### src/rtl/md5_job_sched.sv
`default_nettype none
// ============================================================================
// Module   : md5_job_sched
// Brief    : Job queue and AXI read-burst sequencer for the MD5 streaming
//            datapath. Optional job cycle counter under MD5_JOB_SCHED_PERF_EN.
// Revision : 1.0
// ============================================================================
module md5_job_sched #(
    parameter int QLOG     = 2,
    parameter int MAX_CRED = 8
) (
    input  logic        clk,
    input  logic        rst,
    input  logic        softreg_req_valid,
    input  logic        softreg_req_isWrite,
    input  logic [31:0] softreg_req_addr,
    input  logic [63:0] softreg_req_data,
    output logic        softreg_resp_valid,
    output logic [63:0] softreg_resp_data,
    output logic [15:0] arid_m,
    output logic [63:0] araddr_m,
    output logic [7:0]  arlen_m,
    output logic [2:0]  arsize_m,
    output logic        arvalid_m,
    input  logic        arready_m,
    input  logic        rvalid_m,
    input  logic        rready_m,
    input  logic        rlast_m,
    output logic        job_start,
    output logic        job_done,
    output logic        busy
);

    localparam int c_QDEPTH = 1 << QLOG;
    localparam int c_CW     = $clog2(MAX_CRED + 1);
    localparam logic [c_CW-1:0] c_MAX_CRED = c_CW'(MAX_CRED);

    localparam logic [1:0] c_ST_IDLE  = 2'd0;
    localparam logic [1:0] c_ST_LOAD  = 2'd1;
    localparam logic [1:0] c_ST_ISSUE = 2'd2;
    localparam logic [1:0] c_ST_DRAIN = 2'd3;

    logic [1:0]      r_state;
    logic [63:0]     r_q_addr  [c_QDEPTH];
    logic [63:0]     r_q_words [c_QDEPTH];
    logic [QLOG-1:0] r_wp, r_rp;
    logic [QLOG:0]   r_qcnt;
    logic [63:0]     r_cur_addr, r_words_left, r_staged, r_done_cnt;
    logic [c_CW-1:0] r_credits, r_cred_limit;
    logic            r_ovf, r_job_done, r_resp_valid;
    logic [63:0]     r_resp_data;

    logic            w_wr, w_rd, w_q_empty, w_q_full, w_pop, w_push_req, w_push_ok;
    logic            w_arvalid, w_ar_hs, w_r_done, w_drain_done, w_cred_wr, w_clr;
    logic [6:0]      w_room, w_len;
    logic [c_CW-1:0] w_cred_val;
    logic [63:0]     w_perf, w_rd_data;

    assign w_wr       = softreg_req_valid && softreg_req_isWrite;
    assign w_rd       = softreg_req_valid && !softreg_req_isWrite;
    assign w_q_empty  = (r_qcnt == '0);
    assign w_q_full   = (r_qcnt == (QLOG+1)'(c_QDEPTH));
    assign w_pop      = (r_state == c_ST_LOAD);
    assign w_push_req = w_wr && (softreg_req_addr == 32'h38);
    // A pop in the same cycle frees a slot, so a push into a full queue still lands.
    assign w_push_ok  = w_push_req && (!w_q_full || w_pop);
    assign w_clr      = w_wr && (softreg_req_addr == 32'h60);
    assign w_cred_wr  = w_wr && (softreg_req_addr == 32'h50) && (r_state == c_ST_IDLE);
    assign w_cred_val = (softreg_req_data > 64'(MAX_CRED)) ? c_MAX_CRED : softreg_req_data[c_CW-1:0];

    // Bursts never cross a 4 KiB page: cap at the beats left in the current page.
    assign w_room       = 7'd64 - {1'b0, r_cur_addr[11:6]};
    assign w_len        = (r_words_left < 64'(w_room)) ? r_words_left[6:0] : w_room;
    assign w_arvalid    = (r_state == c_ST_ISSUE) && (r_words_left != '0) && (r_credits != '0);
    assign w_ar_hs      = w_arvalid && arready_m;
    assign w_r_done     = rvalid_m && rready_m && rlast_m;
    assign w_drain_done = (r_state == c_ST_DRAIN) && (r_credits == r_cred_limit);

    assign arid_m             = '0;
    assign arsize_m           = 3'b110;
    assign arvalid_m          = w_arvalid;
    assign araddr_m           = w_arvalid ? r_cur_addr : '0;
    assign arlen_m            = w_arvalid ? ({1'b0, w_len} - 8'd1) : '0;
    assign job_start          = w_pop;
    assign job_done           = r_job_done;
    assign busy               = (r_state != c_ST_IDLE);
    assign softreg_resp_valid = r_resp_valid;
    assign softreg_resp_data  = r_resp_data;

    always_ff @(posedge clk) begin
        if (w_push_ok) begin
            r_q_addr[r_wp]  <= r_staged;
            r_q_words[r_wp] <= softreg_req_data;
        end
    end

    always_ff @(posedge clk) begin
        if (rst) begin
            r_wp   <= '0;
            r_rp   <= '0;
            r_qcnt <= '0;
        end else begin
            if (w_push_ok) r_wp <= r_wp + QLOG'(1);
            if (w_pop)     r_rp <= r_rp + QLOG'(1);
            if (w_push_ok && !w_pop)      r_qcnt <= r_qcnt + (QLOG+1)'(1);
            else if (!w_push_ok && w_pop) r_qcnt <= r_qcnt - (QLOG+1)'(1);
        end
    end

    always_ff @(posedge clk) begin
        if (rst) begin
            r_state      <= c_ST_IDLE;
            r_cur_addr   <= '0;
            r_words_left <= '0;
            r_job_done   <= 1'b0;
        end else begin
            r_job_done <= 1'b0;
            case (r_state)
                c_ST_IDLE: if (!w_q_empty) r_state <= c_ST_LOAD;
                c_ST_LOAD: begin
                    r_cur_addr   <= r_q_addr[r_rp];
                    r_words_left <= r_q_words[r_rp];
                    r_state      <= (r_q_words[r_rp] != '0) ? c_ST_ISSUE : c_ST_DRAIN;
                end
                c_ST_ISSUE: if (w_ar_hs) begin
                    r_cur_addr   <= r_cur_addr + 64'({w_len, 6'b0});
                    r_words_left <= r_words_left - 64'(w_len);
                    if (r_words_left == 64'(w_len)) r_state <= c_ST_DRAIN;
                end
                default: if (w_drain_done) begin
                    r_job_done <= 1'b1;
                    r_state    <= c_ST_IDLE;
                end
            endcase
        end
    end

    // Returns saturate at the limit so stray beats after a reset are harmless.
    always_ff @(posedge clk) begin
        if (rst) begin
            r_credits    <= c_MAX_CRED;
            r_cred_limit <= c_MAX_CRED;
        end else if (w_cred_wr) begin
            r_credits    <= w_cred_val;
            r_cred_limit <= w_cred_val;
        end else if (w_ar_hs && !w_r_done) begin
            r_credits <= r_credits - c_CW'(1);
        end else if (w_r_done && !w_ar_hs && (r_credits < r_cred_limit)) begin
            r_credits <= r_credits + c_CW'(1);
        end
    end

    always_ff @(posedge clk) begin
        if (rst) begin
            r_staged   <= '0;
            r_ovf      <= 1'b0;
            r_done_cnt <= '0;
        end else begin
            if (w_wr && (softreg_req_addr == 32'h30)) r_staged <= {softreg_req_data[63:6], 6'b0};
            if (w_clr)                          r_ovf <= 1'b0;
            else if (w_push_req && !w_push_ok)  r_ovf <= 1'b1;
            if (w_clr)             r_done_cnt <= '0;
            else if (w_drain_done) r_done_cnt <= r_done_cnt + 64'd1;
        end
    end

`ifdef MD5_JOB_SCHED_PERF_EN
    logic [63:0] r_perf_cnt, r_perf_last;

    // The LOAD cycle counts as the first cycle of the job.
    always_ff @(posedge clk) begin
        if (rst) begin
            r_perf_cnt  <= '0;
            r_perf_last <= '0;
        end else begin
            if (w_pop)                       r_perf_cnt <= 64'd1;
            else if (r_state != c_ST_IDLE)   r_perf_cnt <= r_perf_cnt + 64'd1;
            if (w_drain_done)                r_perf_last <= r_perf_cnt + 64'd1;
        end
    end
    assign w_perf = r_perf_last;
`else
    assign w_perf = '0;
`endif

    always_comb begin
        w_rd_data = '0;
        case (softreg_req_addr)
            32'h40:  w_rd_data = {56'b0, r_ovf, w_q_full, w_q_empty, 3'b0, r_state};
            32'h48:  w_rd_data = r_done_cnt;
            32'h58:  w_rd_data = w_perf;
            default: w_rd_data = '0;
        endcase
    end

    always_ff @(posedge clk) begin
        if (rst) begin
            r_resp_valid <= 1'b0;
            r_resp_data  <= '0;
        end else begin
            r_resp_valid <= w_rd;
            r_resp_data  <= w_rd ? w_rd_data : '0;
        end
    end

endmodule
`default_nettype wire

### config.mk
export PLATFORM = sky130hd
export DESIGN_NAME = md5_job_sched
export DESIGN_NICKNAME = d
export VERILOG_FILES = /design/src/rtl/md5_job_sched.sv
export SDC_FILE = /design/constraint.sdc
export NUM_CORES = 1
export LEC_CHECK = 0
export CAP_MARGIN = 5
export CORE_ASPECT_RATIO = 0.5
export CORE_UTILIZATION = 41
export CTS_BUF_LIST = sky130_fd_sc_hd__clkbuf_4
export DETAILED_ROUTE_END_ITERATION = 12
export GPL_TIMING_DRIVEN = 0
export SKIP_LAST_GASP = 1
export SLEW_MARGIN = 30
export SYNTH_ARGS = -nofsm -noshare
export SYNTH_HDL_FRONTEND = slang
export SYNTH_SLANG_ARGS = --single-unit
### constraint.sdc
create_clock -name clk -period 5.5 [get_ports clk]
set_input_delay 1.1 -clock clk [delete_from_list [all_inputs] [get_ports clk]]
set_output_delay 1.1 -clock clk [all_outputs]
set_load 0.005 [all_outputs]
==> run_results.csv <==
group,metric,value,unit
outcome,status,"finished with violations",
outcome,violations,"setup timing",
clock_tree,cts_hold_buffers,0,
drt,drtPass1Iterations,6,
sta,fmax,0.175,GHz
logic_synthesis,avgSynthCellArea,12.2,um2
sta,fin_skew,0.0951,ns
layout,drive_gt1_share,18.8,%
layout,nFillCells,7630,
die,die_y,209,um
clock_tree,htreeDepth,4,
setup_path,reg2regPathDepth,21,
clock_tree,cts_root_buf,"clkbuf_4",
die,dieArea,0.0871,mm2
setup_path,crit_buf_inv,2,
run,max_cap_viol_count,0,
sta,period_needed,5.70,ns
power,power_frac_clock,23.9,%
power,internal_power,12400,uW
global_routing,grt_max_degree,41,
layout,final_common_cell,"edfxtp_1",
power,p_sw,9100,uW
logic_synthesis,yosysWarnings,0,
power,pwr-share-seq,34.7,%
drt,viasPerCell,5.98,
worst_hold_path,min_path_type,"reg -> reg",
worst_hold_path,worstHoldStart,"r_staged[31]",
setup_path,crit_path_max_fanout,3,
power,p_leak,0.0141,uW
setup_path,required,4.40,ns
logic_synthesis,synth-seq-area-share,60.4,%
sta,setup_viol,4,
setup_path,start_kind,"register",
die,io_pins,264,
global_routing,grtUsageTotal,29.8,%
setup_path,reg2reg_to,"r_words_left[48]",
drt,dr.first_iter.drc_count,3711,
power,p_per_area,505,mW/mm2
setup_path,critPathKind,"reg -> out",
sta,setup_tns,-0.450,ns
global_routing,grt_pass1_wl,185000,um
setup_path,worstSetupEndpointType,"output pin",
sta,worstMarginPinSlew,1.15,ns
logic_synthesis,ys_ff_latch,818,
logic_synthesis,synth-async-reset-ratio,0,%
logic_synthesis,synth_edf_count,488,
logic_synthesis,ys_types,85,
die,core,0.0845,mm2
placement,place_area,0.0394,mm2
sta,hold_viol,0,
logic_synthesis,synth_flop_cell,"edfxtp_1",
layout,areaGrowthSynthToFinish,20.8,%
setup_path,critPathTopFamily,"compound AO/OA/AOI/OAI gates",
drt,ant_nets,0,
placement,gp_congestion,0.995,
logic_synthesis,syn_area,0.0352,mm2
power,max-vdd-ir-drop,0.322,mV
placement,io_buffers,236,
sta,rsz0062_at_grt,"yes",
die,start_util,41.7,%
drt,wirelength,131000,um
placement,place_ws,-1.36,ns
layout,final_area,0.0426,mm2
placement,hpwlAfterDp,93300,um
setup_path,rrSetupSlack,0.08,ns
sta,final.setup.worst_slack,-0.198,ns
clock_tree,cts_made_buffers,184,
clock_tree,clk_pin_slew,0.08,ns
sta,slew_headroom,23.4,%
layout,mostFrequentLayoutCells,"488 x edfxtp_1, 325 x dfxtp_1, 289 x clkbuf_4, 273 x nand2_1, 228 x clkdlybuf4s50_1",
global_routing,antenna_found_initial,11,
global_routing,grt-ovfl-total,0,
setup_path,crit_top_cell,"nor2_4",
drt,drc_errors,0,
setup_path,cpMaxStageDelayCell,"a221o_2",
layout,layout.nets,3514,
clock_tree,clk_latency,1.18,ns
clock_tree,cts_sinks,818,
sta,maxSlewViolCount,0,
power,pwr-share-comb,41.4,%
clock_tree,cts_tree,"built",
drt,wl_per_cell,28.3,um
power,switching_share,42.3,%
drt,vias,27700,
global_routing,grt_pass1_vias,26200,
worst_hold_path,hold_depth,0,
setup_path,max_stage_delay,0.45,ns
sta,period_share,104,%
setup_path,worstPathArrival,4.60,ns
logic_synthesis,syn_inst,2882,
worst_hold_path,whs_endpoint,"r_q_addr[0][25]",
setup_path,r2r_start,"r_cur_addr[7]",
setup_path,crit_chain,"nor3_4 -> nor3b_4 -> xnor2_2 -> inv_1 -> ha_1 -> nor2b_4 -> a21o_1 -> a221o_2 -> nor2_4 -> nor2_4 -> a21oi_4 -> ha_4 -> nand2_4 -> a2111oi_4 -> o211ai_1 -> a21oi_1 -> buf_4",
die,rows,75,
clock_tree,clockBufferDepth,3,
die,die_w,416,um
## synthesized netlist by cell type (all sizes together) (38+ instances only)
library cell	number	share of area (%)
inv	64	0.68
xor2	41	1.0
and3	81	1.4
dfxtp	330	19
nor3	60	0.93
o21ai	99	1.4
ha	40	1.4
nand4	56	1.0
buf	77	1.3
edfxtp	488	42
a21oi	188	2.7
nor4	63	1.2
nor2	190	2.0
nand3	77	1.1
nand2	278	3.0
mux4	122	7.8
a211oi	38	0.81
and2	88	1.6
clkbuf	121	1.3
## state kept, by name, indices dropped and copies added, names as in the netlist, 3 cells and up, named ones only
name               cells
r_cur_addr            58
softreg_resp_data     64
r_q_words            256
r_q_addr             232
r_words_left          64
r_staged              58
r_cred_limit           4
r_credits              4
r_done_cnt            64
r_qcnt                 3
## kinds of logic (layout without fill, tap and decap cells)
family,Yosys count,after routing,synth area share (%)
buffers and inverters,264,876,3.30
and+or+nand+nor,991,991,14.3
other,2,31,0.0213
DFF,818,818,60.4
xor gates and xnor gates,59,59,1.47
muxes,140,140,8.32
adders and majority gates,44,44,1.65
AOI/OAI and AO/OA,564,564,10.6
## per-stage QoR
stage	hold slack, ns	utilization (%)	power (uW)	std cells
after floorplan	0.440	-	12100	2905
after CTS	0.366	50.2	21000	4632
after global placement	0.466	46.3	15200	4257
after global routing	0.457	50.4	22300	4638
final	0.469	50.4	21500	4639
after detailed placement	0.476	46.7	15200	4270
## timing repair
item,CTS,global route
setup endpoints to repair,155,67
pin swaps,18,11
buffers inserted,26,3
resized for setup,83,43
## per-layer routing
metal	GRT usage (%)	vias to the layer above	part of all wire [%]
met5	0	-	0.021
met4	12.3	4	3.5
met3	9.68	272	12
met2	43.4	1555	43
met1	40.9	13900	42
li1	-	12000	-
## final cells by class
| class | count | area, um2 | area share, % |
|---|---|---|---|
| antenna | 6 | 15.0 | 0.0353 |
| buffer | 195 | 951 | 2.23 |
| clock buffer | 289 | 2170 | 5.10 |
| clock inverter | 48 | 349 | 0.820 |
| inverter | 66 | 250 | 0.588 |
| multi-input combinational | 1823 | 13300 | 31.2 |
| sequential | 818 | 21300 | 50.0 |
| tap | 1116 | 1400 | 3.28 |
| timing repair buffer | 278 | 2890 | 6.79 |
## how the worst max path moves through the flow
stage               cells after the start          start               end  slack, ns
floorplan                              22  r_cur_addr[7]  r_words_left[54]       0.29
global placement                       22  r_cur_addr[8]  r_words_left[46]      -1.55
detailed placement                     22  r_cur_addr[8]  r_words_left[48]      -1.36
CTS                                    17  r_cur_addr[8]        arlen_m[6]      -0.27
global route                           20  r_cur_addr[7]        arlen_m[4]      -0.40
finish                                 17  r_cur_addr[7]        arlen_m[6]      -0.20
## power groups by stage
stage	combinational, uW	clock, uW	sequential [uW]
2_1_floorplan	4780	0	7300
3_3_place_gp	7710	0	7510
3_5_place_dp	7720	0	7520
4_1_cts	8390	5220	7400
5_1_grt	9280	5520	7490
6_report	8910	5140	7460
(Power assumes the default switching activity.)
